`config.mk`:
```
export PLATFORM = sky130hd
export DESIGN_NAME = ps2_host_tx_flat
export DESIGN_NICKNAME = d
export VERILOG_FILES = /design/src/rtl/ps2_host_tx_if.sv /design/src/rtl/ps2_host_tx.sv /design/src/flat_wrapper.sv
export SDC_FILE = /design/constraint.sdc
export NUM_CORES = 1
export LEC_CHECK = 0
export CAP_MARGIN = 40
export CORE_ASPECT_RATIO = 0.7
export CORE_MARGIN = 2
export CORE_UTILIZATION = 40
export CTS_BUF_LIST = sky130_fd_sc_hd__clkbuf_4
export DETAILED_ROUTE_END_ITERATION = 10
export PLACE_DENSITY = 0.64
export REMOVE_ABC_BUFFERS = 1
export SLEW_MARGIN = 0
export SYNTH_ARGS = -nofsm -noshare
export SYNTH_HDL_FRONTEND = slang
export SYNTH_SLANG_ARGS = --single-unit
```
`constraint.sdc`:
```
create_clock -name clk -period 5.4 [get_ports clk]
set_input_delay 1.08 -clock clk [delete_from_list [all_inputs] [get_ports clk]]
set_output_delay 1.08 -clock clk [all_outputs]
set_load 0.1 [all_outputs]
```
`src/rtl/ps2_host_tx_if.sv`:
```
// Host-side PS/2 transmit bus: byte request handshake, raw pin levels in,
// open-drain pull-down enables out, and frame status.
interface ps2_host_tx_if;
    logic [7:0] tx_data;
    logic       tx_valid;
    logic       tx_ready;
    logic       ps2_clk_i;
    logic       ps2_data_i;
    logic       ps2_clk_oe;
    logic       ps2_data_oe;
    logic       busy;
    logic       tx_done;
    logic       tx_err;

    modport master (
        output tx_data, tx_valid, ps2_clk_i, ps2_data_i,
        input  tx_ready, ps2_clk_oe, ps2_data_oe, busy, tx_done, tx_err
    );

    modport slave (
        input  tx_data, tx_valid, ps2_clk_i, ps2_data_i,
        output tx_ready, ps2_clk_oe, ps2_data_oe, busy, tx_done, tx_err
    );
endinterface

```
`src/rtl/ps2_host_tx.sv`:
```
// PS/2 host-to-device transmitter: inhibit, request-to-send, shift 8 data bits,
// odd parity and stop on device clocks, then check the device ACK.
module ps2_host_tx #(
    parameter int unsigned INHIBIT_CYCLES = 10000,
    parameter int unsigned RTS_CYCLES     = 500,
    parameter int unsigned START_TIMEOUT  = 1500000,
    parameter int unsigned BIT_TIMEOUT    = 200000
) (
    input logic          clk,
    input logic          rst,
    ps2_host_tx_if.slave bus
);
    localparam int unsigned MAX_A = (INHIBIT_CYCLES > RTS_CYCLES) ? INHIBIT_CYCLES : RTS_CYCLES;
    localparam int unsigned MAX_B = (START_TIMEOUT > BIT_TIMEOUT) ? START_TIMEOUT : BIT_TIMEOUT;
    localparam int unsigned MAX_C = (MAX_A > MAX_B) ? MAX_A : MAX_B;
    localparam int unsigned CW    = $clog2(MAX_C) + 1;

    localparam logic [CW-1:0] INH_LAST   = CW'(INHIBIT_CYCLES - 1);
    localparam logic [CW-1:0] RTS_LAST   = CW'(RTS_CYCLES - 1);
    localparam logic [CW-1:0] START_LAST = CW'(START_TIMEOUT - 1);
    localparam logic [CW-1:0] BIT_LAST   = CW'(BIT_TIMEOUT - 1);

    typedef enum logic [2:0] {
        IDLE, INHIBIT, RTS, SEND, ACK, WAITIDLE, DONE, ERR
    } state_t;

    state_t        state;
    logic          clk_s1, clk_s2, clk_prev;
    logic          data_s1, data_s2;
    logic [9:0]    shreg;
    logic [3:0]    bitcnt;
    logic [CW-1:0] cnt;
    logic          clk_oe_r, data_oe_r, done_r, err_r;
    logic          fall;
    logic          timeout;

    // Idle bus level is high, so the synchronisers reset to 1 to avoid a false fall.
    always_ff @(posedge clk or posedge rst) begin
        if (rst) begin
            clk_s1   <= 1'b1;
            clk_s2   <= 1'b1;
            clk_prev <= 1'b1;
            data_s1  <= 1'b1;
            data_s2  <= 1'b1;
        end else begin
            clk_s1   <= bus.ps2_clk_i;
            clk_s2   <= clk_s1;
            clk_prev <= clk_s2;
            data_s1  <= bus.ps2_data_i;
            data_s2  <= data_s1;
        end
    end

    assign fall    = clk_prev & ~clk_s2;
    assign timeout = (cnt == ((bitcnt == 4'd0) ? START_LAST : BIT_LAST));

    always_ff @(posedge clk or posedge rst) begin
        if (rst) begin
            state     <= IDLE;
            shreg     <= '0;
            bitcnt    <= '0;
            cnt       <= '0;
            clk_oe_r  <= 1'b0;
            data_oe_r <= 1'b0;
            done_r    <= 1'b0;
            err_r     <= 1'b0;
        end else begin
            done_r <= 1'b0;
            err_r  <= 1'b0;
            case (state)
                IDLE: begin
                    if (bus.tx_valid) begin
                        shreg     <= {1'b1, ~^bus.tx_data, bus.tx_data};
                        bitcnt    <= '0;
                        cnt       <= '0;
                        clk_oe_r  <= 1'b1;
                        data_oe_r <= 1'b0;
                        state     <= INHIBIT;
                    end
                end
                INHIBIT: begin
                    if (cnt == INH_LAST) begin
                        cnt       <= '0;
                        data_oe_r <= 1'b1;
                        state     <= RTS;
                    end else begin
                        cnt <= cnt + 1'b1;
                    end
                end
                RTS: begin
                    if (cnt == RTS_LAST) begin
                        cnt      <= '0;
                        clk_oe_r <= 1'b0;
                        state    <= SEND;
                    end else begin
                        cnt <= cnt + 1'b1;
                    end
                end
                // A fall wins over a coincident timeout: the device did clock in time.
                SEND: begin
                    if (fall) begin
                        data_oe_r <= ~shreg[0];
                        shreg     <= {1'b0, shreg[9:1]};
                        bitcnt    <= bitcnt + 4'd1;
                        cnt       <= '0;
                        if (bitcnt == 4'd9) state <= ACK;
                    end else if (timeout) begin
                        data_oe_r <= 1'b0;
                        err_r     <= 1'b1;
                        state     <= ERR;
                    end else begin
                        cnt <= cnt + 1'b1;
                    end
                end
                ACK: begin
                    if (fall) begin
                        cnt <= '0;
                        if (data_s2) begin
                            data_oe_r <= 1'b0;
                            err_r     <= 1'b1;
                            state     <= ERR;
                        end else begin
                            state <= WAITIDLE;
                        end
                    end else if (timeout) begin
                        data_oe_r <= 1'b0;
                        err_r     <= 1'b1;
                        state     <= ERR;
                    end else begin
                        cnt <= cnt + 1'b1;
                    end
                end
                WAITIDLE: begin
                    if (clk_s2 && data_s2) begin
                        done_r <= 1'b1;
                        state  <= DONE;
                    end else if (fall) begin
                        cnt <= '0;
                    end else if (timeout) begin
                        data_oe_r <= 1'b0;
                        err_r     <= 1'b1;
                        state     <= ERR;
                    end else begin
                        cnt <= cnt + 1'b1;
                    end
                end
                DONE: begin
                    clk_oe_r  <= 1'b0;
                    data_oe_r <= 1'b0;
                    state     <= IDLE;
                end
                ERR: begin
                    clk_oe_r  <= 1'b0;
                    data_oe_r <= 1'b0;
                    state     <= IDLE;
                end
                default: state <= IDLE;
            endcase
        end
    end

    assign bus.tx_ready    = (state == IDLE);
    assign bus.busy        = (state != IDLE);
    assign bus.ps2_clk_oe  = clk_oe_r;
    assign bus.ps2_data_oe = data_oe_r;
    assign bus.tx_done     = done_r;
    assign bus.tx_err      = err_r;
endmodule

```
`src/flat_wrapper.sv`:
```
// flat-port wrapper written by rule: the top's interface ports become plain ports
module ps2_host_tx_flat 
#(
    parameter int unsigned INHIBIT_CYCLES = 10000,
    parameter int unsigned RTS_CYCLES     = 500,
    parameter int unsigned START_TIMEOUT  = 1500000,
    parameter int unsigned BIT_TIMEOUT    = 200000
)
  (clk, rst, bus_tx_data, bus_tx_valid, bus_ps2_clk_i, bus_ps2_data_i, bus_tx_ready, bus_ps2_clk_oe, bus_ps2_data_oe, bus_busy, bus_tx_done, bus_tx_err);
  ps2_host_tx_if bus_i ();
  input logic clk;
  input logic rst;
  input wire logic [$bits(bus_i.tx_data)-1:0] bus_tx_data;
  input wire logic [$bits(bus_i.tx_valid)-1:0] bus_tx_valid;
  input wire logic [$bits(bus_i.ps2_clk_i)-1:0] bus_ps2_clk_i;
  input wire logic [$bits(bus_i.ps2_data_i)-1:0] bus_ps2_data_i;
  output wire logic [$bits(bus_i.tx_ready)-1:0] bus_tx_ready;
  output wire logic [$bits(bus_i.ps2_clk_oe)-1:0] bus_ps2_clk_oe;
  output wire logic [$bits(bus_i.ps2_data_oe)-1:0] bus_ps2_data_oe;
  output wire logic [$bits(bus_i.busy)-1:0] bus_busy;
  output wire logic [$bits(bus_i.tx_done)-1:0] bus_tx_done;
  output wire logic [$bits(bus_i.tx_err)-1:0] bus_tx_err;
  assign bus_i.tx_data = bus_tx_data;
  assign bus_i.tx_valid = bus_tx_valid;
  assign bus_i.ps2_clk_i = bus_ps2_clk_i;
  assign bus_i.ps2_data_i = bus_ps2_data_i;
  assign bus_tx_ready = bus_i.tx_ready;
  assign bus_ps2_clk_oe = bus_i.ps2_clk_oe;
  assign bus_ps2_data_oe = bus_i.ps2_data_oe;
  assign bus_busy = bus_i.busy;
  assign bus_tx_done = bus_i.tx_done;
  assign bus_tx_err = bus_i.tx_err;
  ps2_host_tx #(.INHIBIT_CYCLES(INHIBIT_CYCLES), .RTS_CYCLES(RTS_CYCLES), .START_TIMEOUT(START_TIMEOUT), .BIT_TIMEOUT(BIT_TIMEOUT)) u_core (.clk(clk), .rst(rst), .bus(bus_i));
endmodule
```
[Word-level counts from Yosys, hierarchy flattened]
Index checks and enable logic that the tools add are counted.
Word-level totals
  register bits after elaboration: 48
  input bits: 13
  output and inout bits: 6
Cells by class
  add/subtract/negate cells: 2
  equality and inequality tests: 20
  multiplexer cells: 45
  bitwise operators: 3
  reductions and logical operators: 16
Operator list (number)
  2-to-1 mux 22 bit: 6
  case mux 22 bit (5 select lines): 1
  2-to-1 mux 3 bit: 9
  adder 22 x 1 -> 22 bit (second input constant): 1
  equality test 22 x 14 -> 1 bit (second input constant): 1
  equality test 22 bit: 1
  equality test 22 x 9 -> 1 bit (second input constant): 1
  2-to-1 mux 21 bit: 1
  case mux 3 bit (7 select lines): 1
  2-to-1 mux 10 bit: 2
  case mux 10 bit (2 select lines): 1
  2-to-1 mux 1 bit: 17
  equality test 3 bit (second input constant): 4
  AND reduction 3 bit: 3
  2-to-1 mux 4 bit: 2
  case mux 4 bit (2 select lines): 1
  XNOR reduction 8 bit: 1
  equality test 3 x 2 -> 1 bit (second input constant): 2
  inequality test 2 x 1 -> 1 bit (second input constant): 3
  inequality test 2 bit (second input constant): 3
  inequality test 3 bit (second input constant): 2
  case mux 1 bit (3 select lines): 2
  case mux 1 bit (6 select lines): 1
  AND reduction 6 bit: 1
  other kinds (16): 19

[Longest topological paths before layout]
Gate-level depths: netlist (run 1).
  depth after elaboration: 7
  depth in mapped cells: 10
  gate-level depth less buffers: 8

[Least setup slack after synthesis (run 1)]
Ideal clock, no wire load.
  kind: register -> register
  start: register u_core.state[1]
  end: register u_core.cnt[19]
  arrival time: 3.415 ns
  slack: 1.853 ns
  stages on the path, launching flop included: 11
  buffers on the path: 2
  cells stage by stage: dfrtp_1 > clkbuf_1 > inv_1 > nand2_1 > inv_1 > nand2b_1 > nand2_1 > or4b_4 > buf_6 > o211ai_1 > o41ai_1
Between the ends
  elaborated cells between the ends (all ways): 12
  those cells by class: eq/ne (7); mux (1); reduce/logical (4)
RTL lines
  start, declared: line ps2_host_tx.sv:27  | state_t state;
  start signal, assigned: line ps2_host_tx.sv:59  | state <= IDLE;
  start signal, assigned: line ps2_host_tx.sv:78  | state <= INHIBIT;
  start signal, assigned: line ps2_host_tx.sv:85  | state <= RTS;
  logical NOT 3 bit *
  via bus_tx_ready: line flat_wrapper.sv:17  | output wire logic [$bits(bus_i.tx_ready)-1:0] bus_tx_ready;
  nonzero test 5 bit (no line) / inequality test 2 bit (equally long branches)
  AND reduction 3 bit (no line)
  end signal, assigned: line ps2_host_tx.sv:87  | cnt <= cnt + 1'b1;
  end signal, assigned: line ps2_host_tx.sv:96  | cnt <= cnt + 1'b1;
  end signal, assigned: line ps2_host_tx.sv:112  | cnt <= cnt + 1'b1;
  end, declared: line ps2_host_tx.sv:32  | logic [CW-1:0] cnt;
The timed path passes the listed nets; every way through them passes the cells marked *.
A chain may end at the register's enable or synchronous reset.

[Final worst setup path (run 1)]
  start: input bus_tx_valid
  end: register u_core.cnt[12]
Between the ends
  cells in the longest elaborated chain, start to end: 2
Ends and longest elaborated chain
  start, declared: line flat_wrapper.sv:14  | input wire logic [$bits(bus_i.tx_valid)-1:0] bus_tx_valid;
  inequality test 2 bit (no line)
  AND reduction 3 bit (no line)
Every way passes these cells.

==> results of run 1 <==
==> layer usage <==
metal | vias up | wire length, um | share of wire
met5 | - | 0 | 0
met4 | 0 | 58 | 0.0087
met3 | 8 | 681 | 0.10
met2 | 112 | 2316 | 0.35
met1 | 1118 | 3587 | 0.54
li1 | 1169 | - | -
==> area by class of cell <==
class | count | area (sq um) | area share
multi-input cells | 231 | 1499 | 0.4617
inverters | 9 | 33.78 | 0.01040
clock buffers | 5 | 37.54 | 0.01156
repair buffers | 27 | 309.0 | 0.09518
clock inverters | 3 | 42.54 | 0.01310
well taps | 94 | 117.6 | 0.03622
flip-flops and latches | 48 | 1207 | 0.3719
==> Yosys cell counts, types with 5 or more instances <==
cell type	instances
sky130_fd_sc_hd__dfrtp_1	43
sky130_fd_sc_hd__nand2_1	31
sky130_fd_sc_hd__o21ai_0	23
sky130_fd_sc_hd__nor2_1	16
sky130_fd_sc_hd__nand3_1	15
sky130_fd_sc_hd__nor3_1	12
sky130_fd_sc_hd__a21oi_1	11
sky130_fd_sc_hd__clkbuf_1	11
sky130_fd_sc_hd__inv_1	9
sky130_fd_sc_hd__nand4_1	9
sky130_fd_sc_hd__mux2i_1	8
sky130_fd_sc_hd__o31ai_1	8
sky130_fd_sc_hd__and3_1	7
sky130_fd_sc_hd__o41ai_1	7
sky130_fd_sc_hd__nor2b_1	6
sky130_fd_sc_hd__o211ai_1	6
sky130_fd_sc_hd__xnor2_1	6
sky130_fd_sc_hd__dfstp_2	5
sky130_fd_sc_hd__nand2b_1	5
sky130_fd_sc_hd__o211ai_2	5
==> registers in the layout (all words and copies together), names as in the netlist <==
| signal | count |
|---|---|
| u_core.bus.tx_err | 1 |
| u_core.data_s2 | 1 |
| u_core.clk_s1 | 1 |
| u_core.bus.tx_done | 1 |
| u_core.clk_s2 | 1 |
| u_core.bitcnt | 4 |
| u_core.shreg | 10 |
| u_core.data_s1 | 1 |
| u_core.cnt | 22 |
| u_core.bus.ps2_clk_oe | 1 |
| u_core.bus.ps2_data_oe | 1 |
| u_core.state | 3 |
| u_core.clk_prev | 1 |
==> worst max-delay path by stage <==
stage,to
after floorplan,u_core.cnt[12]$_DFFE_PP0P_
after detailed placement,u_core.cnt[12]$_DFFE_PP0P_
after global routing,u_core.cnt[12]$_DFFE_PP0P_
after global placement,u_core.cnt[12]$_DFFE_PP0P_
after CTS,u_core.cnt[12]$_DFFE_PP0P_
final,u_core.cnt[12]$_DFFE_PP0P_
==> cell usage in the layout, fill, tap and decap left out, types with 2 or more instances in the layout <==
cell type,n
sky130_fd_sc_hd__dfrtp_1,43
sky130_fd_sc_hd__nand2_1,31
sky130_fd_sc_hd__o21ai_0,23
sky130_fd_sc_hd__clkdlybuf4s50_1,18
sky130_fd_sc_hd__nor2_1,16
sky130_fd_sc_hd__nand3_1,15
sky130_fd_sc_hd__nor3_1,12
sky130_fd_sc_hd__a21oi_1,11
sky130_fd_sc_hd__nand4_1,9
sky130_fd_sc_hd__inv_1,8
sky130_fd_sc_hd__mux2i_1,8
sky130_fd_sc_hd__o31ai_1,8
sky130_fd_sc_hd__and3_1,7
sky130_fd_sc_hd__o41ai_1,7
sky130_fd_sc_hd__nor2b_1,6
sky130_fd_sc_hd__o211ai_1,6
sky130_fd_sc_hd__xnor2_1,6
sky130_fd_sc_hd__buf_8,6
sky130_fd_sc_hd__nand2b_1,5
sky130_fd_sc_hd__o211ai_2,5
sky130_fd_sc_hd__clkbuf_4,5
sky130_fd_sc_hd__dfstp_2,5
sky130_fd_sc_hd__and2_1,4
sky130_fd_sc_hd__a31oi_1,4
sky130_fd_sc_hd__a22o_1,4
sky130_fd_sc_hd__ha_1,4
sky130_fd_sc_hd__and4_1,3
sky130_fd_sc_hd__or4_1,3
sky130_fd_sc_hd__xor2_1,3
sky130_fd_sc_hd__nor4_1,2
sky130_fd_sc_hd__nor3b_1,2
sky130_fd_sc_hd__o311ai_0,2
sky130_fd_sc_hd__mux2_2,2
sky130_fd_sc_hd__a2bb2oi_1,2
sky130_fd_sc_hd__o21a_1,2
sky130_fd_sc_hd__a21o_1,2
sky130_fd_sc_hd__o2bb2ai_1,2
==> cells by family after synthesis <==
kind of cell,count (synthesis),synth area share
xor gates and xnor gates,9,0.02809
and+or+nand+nor,123,0.2354
DFF,48,0.4302
adders and majority gates,4,0.01783
buffers and inverters,24,0.03566
AOI/OAI and AO/OA,85,0.2162
muxes,10,0.03656
==> report_power, final <==
part | internal (mW) | leakage (nW) | switching, mW
Combinational | 0.235 | 0.685 | 0.420
Clock | 0.0969 | 0.0428 | 0.118
Sequential | 0.430 | 0.619 | 0.0756
==> metrics by stage <==
step / hold slack [ns] / setup slack (ns)
detailed placement: 0.3481 / 1.588
global placement: 0.3459 / 1.748
finish: 0.3671 / 1.962
global route: 0.3723 / 1.702
CTS: 0.3682 / 2.004
floorplan: 0.3452 / 1.600
==> flow_metrics.tcl, run 1 <==
set metrics [dict create \
    final.setup.tns_ns 0 \
    drv_slew 0 \
    max_clock_freq_ghz 0.2908 \
    timing.critical_path.buf_inv 1 \
    fin_skew_ns 0.01240 \
    min-delay-path-class "flip-flop to flip-flop" \
    placed_area_sq_um 3167 \
    routed-via-count 2407 \
    worstMarginPinSlew_ns 0.8522 \
    drcViolationCount 0 \
    setup-violations-final 0 \
    floorplan.die.height_um 74.08 \
    global_route.peak_usage_layer "met1" \
    coreArea_sq_um 6756 \
    diodes 0 \
    clock_tree.buffer_depth 2 \
    finalCritPeriodShare 0.6367 \
    synth.top_cell.area_share 0.3834 \
    detail_route.vias_per_cell 5.772 \
    r2r_cells 6 \
    post-route-util 0.4806 \
    cts.repair.resized 0 \
    grt_remaining_overflow 0 \
    placementRows 25 \
    post_synthesis_sequential_area_ratio 0.4302 \
    hold_viol_final 0 \
    vdd_drop_max_v 0.0002959 \
    drive_gt1_frac 0.1084 \
    syn_area_sq_um 2806 \
    detail_route.wirelength_um 6643 \
    grt_first_pass_wirelength_um 10870 \
    synth-async-reset-ratio 1.000 \
    hold_critical_path_depth 0 \
    cell_taking_the_most_area_after_synthesis "sky130_fd_sc_hd__dfrtp_1" \
    post_layout_nets 339 \
    number_of_filler_cells_placed_in_the_layout 671 \
    run_status "finished, final reports clean" \
    timing.hold.worst.start "u_core.clk_s1$_DFF_PP1_" \
    cts_inserted_buffers 5 \
    critical_path.reg2reg.startpoint "u_core.cnt[12]$_DFFE_PP0P_" \
    fp.dieArea_sq_um 7713 \
    postSynthCellCount 303 \
    avgSynthCellArea_sq_um 9.262 \
    antenna_violations_before_repair 0 \
    gr-usage-met1 0.2972 \
    grt_start_max_net_pins 30 \
    synth_top_cells_by_area "sky130_fd_sc_hd__dfrtp_1 (38%), sky130_fd_sc_hd__dfstp_2 (4.7%), sky130_fd_sc_hd__nand2_1 (4.1%)" \
    antenna_violating_nets_post_route 0 \
    yosys_register_bits 48 \
    post_cts_buffers 0 \
    criticalPathCategory "input port to flip-flop" \
    critical_path.reg2reg.endpoint "u_core.cnt[12]$_DFFE_PP0P_" \
    crit_path_cell_trace "clkdlybuf4s50_1 -> nand2b_1 -> nand2_1 -> a31oi_1 -> nand2b_1 -> o41ai_1" \
    layout.cells.non_filler 417 \
    crit_path_max_incr_delay_ns 0.66 \
    yosysWarningCount 0 \
    timing.critical_path.arrival_ns 3.69 \
    grt_setup_unrepaired "false" \
    detail_route.iter0.violations 318 \
    finish.instance_area_sq_um 3247 \
    total_leakage_power_nw 1.347 \
    placed_cells_incl_taps 409 \
    worstSetupStartpointType "input port" \
    synth_enable_flop_cells 0 \
    drv.max_cap_violation_count 0 \
    setup.worst_path.start "bus_tx_valid" \
    critical_path.slowest_cell "sky130_fd_sc_hd__a31oi_1" \
    fin_crit_ns 3.438 \
    use_met3 0.05434 \
    cp.depth 6 \
    htree_levels 2 \
    fin_total_pwr_mw 1.375 \
    flow.area_growth_from_synthesis_pct 15.69 \
    cp_common_cell "sky130_fd_sc_hd__nand2b_1" \
    grt_use_total 0.1799 \
    clock-root-buffer "sky130_fd_sc_hd__clkbuf_4" \
    cp_max_fo 16 \
    ioPinCount 19 \
    first_global_vias 2082 \
    whs_endpoint "u_core.clk_s2$_DFF_PP1_" \
    start_util 0.4154 \
    numClockSinks 48 \
    synth-main-ff-cell "sky130_fd_sc_hd__dfrtp_1" \
    tritoncts "built" \
    dpl.hpwl_um 4909 \
    gp_routability_congestion 0.8787 \
    timing.critical_path.max_delay_family "compound AO/OA/AOI/OAI gates" \
    synth_cell_type_count 53 \
    endpoint_kind "flip-flop" \
    ff2ff_setup_slack_ns 2.21 \
    routed_wire_length_per_instance_um 15.93 \
    grt_use_met2 0.2178 \
    floorplan.die.width_um 104.1 \
    first_pass_iters 6 \
    p_per_area_nw_per_um2 423.5 \
    numPortBuffers 18 \
    worstPathRequired_ns 5.66 \
    clock_latency_on_the_worst_skew_pair_ns 0.37 \
    clkSlewWorstSetupHoldPaths_ns 0.14 \
    max-slew-margin-rel 0.4294 \
    holdBufCountCts 0 \
]
(Power assumes the default switching activity.)
==> run 2: changes to the inputs <==
Clock period 5.4 ns to 3.5 ns, I/O delays scaled along.
==> flow_metrics.tcl, run 2 (synthesis results as in run 1) <==
set metrics [dict create \
    numClockSinks 48 \
    grt_first_pass_wirelength_um 11740 \
    grt_use_total 0.1928 \
    final.setup.tns_ns 0 \
    power.share.sequential 0.353 \
    drive_gt1_frac 0.1227 \
    power.internal_mw 1.210 \
    detail_route.wirelength_um 7064 \
    diodes 0 \
    hold-worst-slack_ns 0.3669 \
    timing.critical_path.buf_inv 0 \
    post_layout_nets 342 \
    routed-via-count 2507 \
    top_register "u_core.cnt" \
    first_global_vias 2224 \
    clock_tree.buffer_depth 2 \
    floorplan.die.height_um 74.08 \
    coreArea_sq_um 6756 \
    clkSlewWorstSetupHoldPaths_ns 0.15 \
    timing.critical_path.arrival_ns 2.97 \
    layout.cells.non_filler 420 \
    fin_skew_ns 0.009222 \
    post-place-ws_ns 0.7359 \
    cp_max_fo 14 \
    setup-violations-final 0 \
    gp_routability_congestion 0.9409 \
    tritoncts "built" \
    start_util 0.4154 \
    post_cts_buffers 0 \
    crit_path_max_incr_delay_ns 0.61 \
    grt_start_max_net_pins 34 \
    run_status "finished, final reports clean" \
    fin_crit_ns 2.723 \
    finalCritPeriodShare 0.7780 \
    placed_cells_incl_taps 412 \
    critical_path.slowest_cell "sky130_fd_sc_hd__or4b_4" \
    dpl.hpwl_um 5266 \
    largest_registers "u_core.cnt: 22 flops, u_core.shreg: 10 flops, u_core.bitcnt: 4 flops" \
    pwr-share-comb 0.494 \
    drv.max_cap_violation_count 0 \
    detail_route.vias_per_cell 5.969 \
    placed_area_sq_um 3162 \
    grt_remaining_overflow 0 \
    antenna_violating_nets_post_route 0 \
    p_sw_frac 0.4689 \
    numPortBuffers 18 \
    clock_latency_on_the_worst_skew_pair_ns 0.37 \
    footprint_of_the_multi_input_gates_sq_um 1499 \
    endpoint_kind "flip-flop" \
    ioPinCount 19 \
    worstPathRequired_ns 3.75 \
    final_common_cell "sky130_fd_sc_hd__dfrtp_1" \
    first_pass_iters 5 \
    holdBufCountCts 0 \
    grt_setup_unrepaired "false" \
    finalWorstSetupSlack_ns 0.7771 \
    p_per_area_nw_per_um2 702.0 \
    total_leakage_power_nw 1.355 \
    flow.area_growth_from_synthesis_pct 15.65 \
    clock-root-buffer "sky130_fd_sc_hd__clkbuf_4" \
    worstMarginPinSlew_ns 0.5983 \
    cts_inserted_buffers 5 \
    max_clock_freq_ghz 0.3673 \
    criticalPathCategory "flip-flop to flip-flop" \
    timing.critical_path.max_delay_family "simple AND/OR/NAND/NOR gates" \
    cts.repair.resized 0 \
    sequential_cell_area_sq_um 1207 \
    clock_power_frac 0.153 \
    max-slew-margin-rel 0.5959 \
    largest_register_ffs 22 \
    antenna_violations_before_repair 0 \
    finish.instance_area_sq_um 3246 \
    vdd_drop_max_v 0.0004380 \
    p_sw_mw 1.068 \
    floorplan.die.width_um 104.1 \
    hold_viol_final 0 \
    final_cell_mix "sky130_fd_sc_hd__dfrtp_1 (43), sky130_fd_sc_hd__nand2_1 (31), sky130_fd_sc_hd__o21ai_0 (23)" \
    detail_route.iter0.violations 200 \
    min-delay-path-class "flip-flop to flip-flop" \
    placementRows 25 \
    drcViolationCount 0 \
    drv_slew 0 \
    worstSetupStartpointType "flip-flop" \
    htree_levels 2 \
    crit_path_cell_trace "or4_1 -> or3b_4 -> o211a_4 -> or4b_4 -> o311ai_0 -> o41ai_1" \
    fp.dieArea_sq_um 7713 \
    routed_wire_length_per_instance_um 16.82 \
    number_of_filler_cells_placed_in_the_layout 671 \
]
[run 2: power by group through the flow]
stage | Clock, mW | Combinational (mW) | Sequential, mW
floorplan | 0 | 0.653 | 0.822
global placement | 0 | 1.06 | 0.805
detailed placement | 0 | 1.11 | 0.810
CTS | 0.354 | 1.11 | 0.800
global route | 0.376 | 1.23 | 0.822
finish | 0.348 | 1.13 | 0.804
[run 2: metrics by stage]
step	util	power [mW]
CTS	0.4804	2.267
floorplan	-	1.475
global placement	0.4556	1.863
finish	0.4804	2.279
detailed placement	0.4680	1.920
global route	0.4804	2.425
[run 2: final timing paths]
| path | from | to | slack [ns] | depth (start not counted) |
|---|---|---|---|---|
| hold / removal | u_core.data_s1$_DFF_PP1_ | u_core.data_s2$_DFF_PP1_ | 0.37 | 0 |
| min in group asynchronous | rst | u_core.cnt[16]$_DFFE_PP0P_ | 0.61 | 2 |
| max in group asynchronous | rst | u_core.clk_prev$_DFF_PP1_ | 2.32 | 3 |
| setup reg to reg | u_core.cnt[12]$_DFFE_PP0P_ | u_core.cnt[12]$_DFFE_PP0P_ | 0.78 | 6 |
| hold reg to reg | u_core.data_s1$_DFF_PP1_ | u_core.data_s2$_DFF_PP1_ | 0.37 | 0 |
| setup / recovery | u_core.cnt[12]$_DFFE_PP0P_ | u_core.cnt[12]$_DFFE_PP0P_ | 0.78 | 6 |
[run 2: area by class of cell]
class | instances | share of cell area
multi-input combinational | 231 | 0.4618
sequential | 48 | 0.3720
timing repair buffer | 30 | 0.09368
tap | 94 | 0.03624
clock inverter | 3 | 0.01426
clock buffer | 5 | 0.01157
inverter | 9 | 0.01041
[run 2: worst register-to-register path, stage by stage, from the launching register on]
cell                       delay [ns]
sky130_fd_sc_hd__dfrtp_1         0.46
sky130_fd_sc_hd__or4_1           0.56
sky130_fd_sc_hd__or3b_4          0.42
sky130_fd_sc_hd__o211a_4         0.28
sky130_fd_sc_hd__or4b_4          0.61
sky130_fd_sc_hd__o311ai_0        0.15
sky130_fd_sc_hd__o41ai_1         0.13
[run 2: per-layer routing]
layer	global-route usage	up-vias	wire length (um)
met5	0	-	0
met4	0.04655	0	76
met3	0.05083	9	585
met2	0.2361	111	2616
met1	0.3205	1202	3786
li1	-	1185	-
==> run 3: changes to the inputs <==
Settings changed: PLACE_DENSITY 0.64 to 0.66.
Clock period 3.5 ns to 2.35 ns, I/O delays scaled along.
==> flow_metrics.tcl, run 3 (synthesis results as in run 1) <==
set metrics [dict create \
    grt_setup_unrepaired "true" \
    hold-worst-slack_ns 0.3644 \
    largest_register_ffs 22 \
    routed-via-count 2719 \
    ioPinCount 19 \
    cp_common_cell "sky130_fd_sc_hd__buf_6" \
    clkSlewWorstSetupHoldPaths_ns 0.13 \
    placementRows 25 \
    antenna_violations_before_repair 0 \
    numClockSinks 48 \
    drcViolationCount 0 \
    detail_route.vias_per_cell 5.835 \
    fp.dieArea_sq_um 7713 \
    finalWorstSetupSlack_ns -0.1888 \
    grt_first_pass_wirelength_um 13140 \
    final_common_cell "sky130_fd_sc_hd__buf_4" \
    start_util 0.4154 \
    timing.critical_path.buf_inv 3 \
    antenna_violating_nets_post_route 0 \
    cp_max_fo 6 \
    hold_viol_final 0 \
    drive_gt1_frac 0.3038 \
    endpoint_kind "flip-flop" \
    violations_in_the_final_reports "setup timing" \
    fin_crit_ns 2.539 \
    coreArea_sq_um 6756 \
    htree_levels 2 \
    clock-root-buffer "sky130_fd_sc_hd__clkbuf_4" \
    grt_remaining_overflow 0 \
    vdd_drop_max_v 0.0005181 \
    drv_slew 0 \
    flow.area_growth_from_synthesis_pct 32.86 \
    crit_path_max_incr_delay_ns 0.52 \
    gp_routability_congestion 0.9982 \
    cts_inserted_buffers 5 \
    clock_latency_on_the_worst_skew_pair_ns 0.37 \
    route.met2.wl_um 3400 \
    dpl.hpwl_um 5965 \
    post_layout_nets 389 \
    grt_start_max_net_pins 27 \
    layout.cells.non_filler 466 \
    numPortBuffers 18 \
    diodes 0 \
    worstSetupStartpointType "flip-flop" \
    detail_route.iter0.violations 345 \
    p_per_area_nw_per_um2 1105 \
    critical_path.slowest_cell "sky130_fd_sc_hd__or4_4" \
    floorplan.die.height_um 74.08 \
    drv.max_cap_violation_count 0 \
    max_clock_freq_ghz 0.3939 \
    clock_tree.buffer_depth 2 \
    routed_wire_length_per_instance_um 17.46 \
    first_pass_iters 5 \
    first_global_vias 2578 \
    detail_route.wirelength_um 8137 \
    min-delay-path-class "flip-flop to flip-flop" \
    timing.critical_path.arrival_ns 2.80 \
    timing.critical_path.max_delay_family "simple AND/OR/NAND/NOR gates" \
    met1Wirelength_um 3940 \
    floorplan.die.width_um 104.1 \
    tritoncts "built" \
    largest_registers "u_core.cnt: 22 flops, u_core.shreg: 10 flops, u_core.bitcnt: 4 flops" \
    setup-violations-final 22 \
    total_leakage_power_nw 1.645 \
    placed_cells_incl_taps 454 \
    worstMarginPinSlew_ns 0.5293 \
    finalCritPeriodShare 1.080 \
    dr_wl_met3_um 702 \
    run_status "finished with violations" \
    max-slew-margin-rel 0.6467 \
    fin_skew_ns 0.008496 \
    grt_use_total 0.2171 \
    top_register "u_core.cnt" \
    crit_path_cell_trace "or4_4 -> or3b_4 -> o211a_4 -> buf_6 -> nor3b_4 -> buf_6 -> nand2b_4 -> buf_8 -> o41ai_1" \
    criticalPathCategory "flip-flop to flip-flop" \
    final_cell_mix "sky130_fd_sc_hd__buf_4 (52), sky130_fd_sc_hd__dfrtp_1 (43), sky130_fd_sc_hd__nand2_1 (30)" \
    worstPathRequired_ns 2.61 \
    top_layer_used "met4" \
]
==> run 3: cell type report <==
class	count	area (sq um)
repair buffers	76	666.9
flip-flops and latches	48	1207
clock buffers	5	37.54
multi-input cells	232	1658
inverters	9	33.78
clock inverters	2	7.507
fillers	640	3028
well taps	94	117.6
==> run 3: per-layer routing <==
| metal | track usage | up-vias |
|---|---|---|
| li1 | - | 1284 |
| met1 | 0.3278 | 1299 |
| met2 | 0.3085 | 125 |
| met3 | 0.05171 | 11 |
| met4 | 0.06456 | 0 |
| met5 | 0 | - |
==> run 3: worst reg2reg max path, stage by stage (launching register included) <==
cell                       delay, ns
sky130_fd_sc_hd__dfrtp_1        0.42
sky130_fd_sc_hd__or4_4          0.52
sky130_fd_sc_hd__or3b_4         0.40
sky130_fd_sc_hd__o211a_4        0.25
sky130_fd_sc_hd__buf_6          0.12
sky130_fd_sc_hd__nor3b_4        0.17
sky130_fd_sc_hd__buf_6          0.17
sky130_fd_sc_hd__nand2b_4       0.15
sky130_fd_sc_hd__buf_8          0.14
sky130_fd_sc_hd__o41ai_1        0.09
==> run 3: repair_timing <==
item | in CTS | in global routing
hold buffers | 0 | 0
buffers inserted | 2 | 2
endpoints found under the setup margin | 24 | 24
cloned | 1 | 0
pin swaps | 11 | 12
hold endpoints to repair | 0 | 0
gates resized for setup | 15 | 37
==> run 3: path summary, 6_finish.rpt <==
kind | startpoint | to | slack (ns) | depth (start not counted)
setup / recovery | u_core.cnt[12]$_DFFE_PP0P_ | u_core.cnt[12]$_DFFE_PP0P_ | -0.19 | 9
hold / removal | u_core.data_s1$_DFF_PP1_ | u_core.data_s2$_DFF_PP1_ | 0.36 | 0
setup reg to reg | u_core.cnt[12]$_DFFE_PP0P_ | u_core.cnt[12]$_DFFE_PP0P_ | -0.19 | 9
hold reg to reg | u_core.data_s1$_DFF_PP1_ | u_core.data_s2$_DFF_PP1_ | 0.36 | 0
max in group asynchronous | rst | u_core.cnt[13]$_DFFE_PP0P_ | 1.30 | 3
min in group asynchronous | rst | u_core.shreg[3]$_DFFE_PP0P_ | 0.44 | 2
==> run 3: report_power, final <==
part	switching (mW)	internal (mW)	total, mW
Sequential	0.136	0.996	1.13
Combinational	1.48	1.15	2.63
Clock	0.257	0.105	0.362
==> run 3: stage by stage <==
step	instance area (sq um)	setup slack (ns)	util	power (mW)	TNS, ns
2_1_floorplan	2740	-1.450	-	2.198	-42.73
3_3_place_gp	3453	-0.2295	0.5111	3.155	-3.262
3_5_place_dp	3453	-0.2867	0.5111	3.210	-4.323
4_1_cts	3570	-0.1558	0.5283	3.778	-2.752
5_1_grt	3729	-0.2313	0.5519	4.355	-4.027
6_report	3729	-0.1888	0.5519	4.121	-2.923
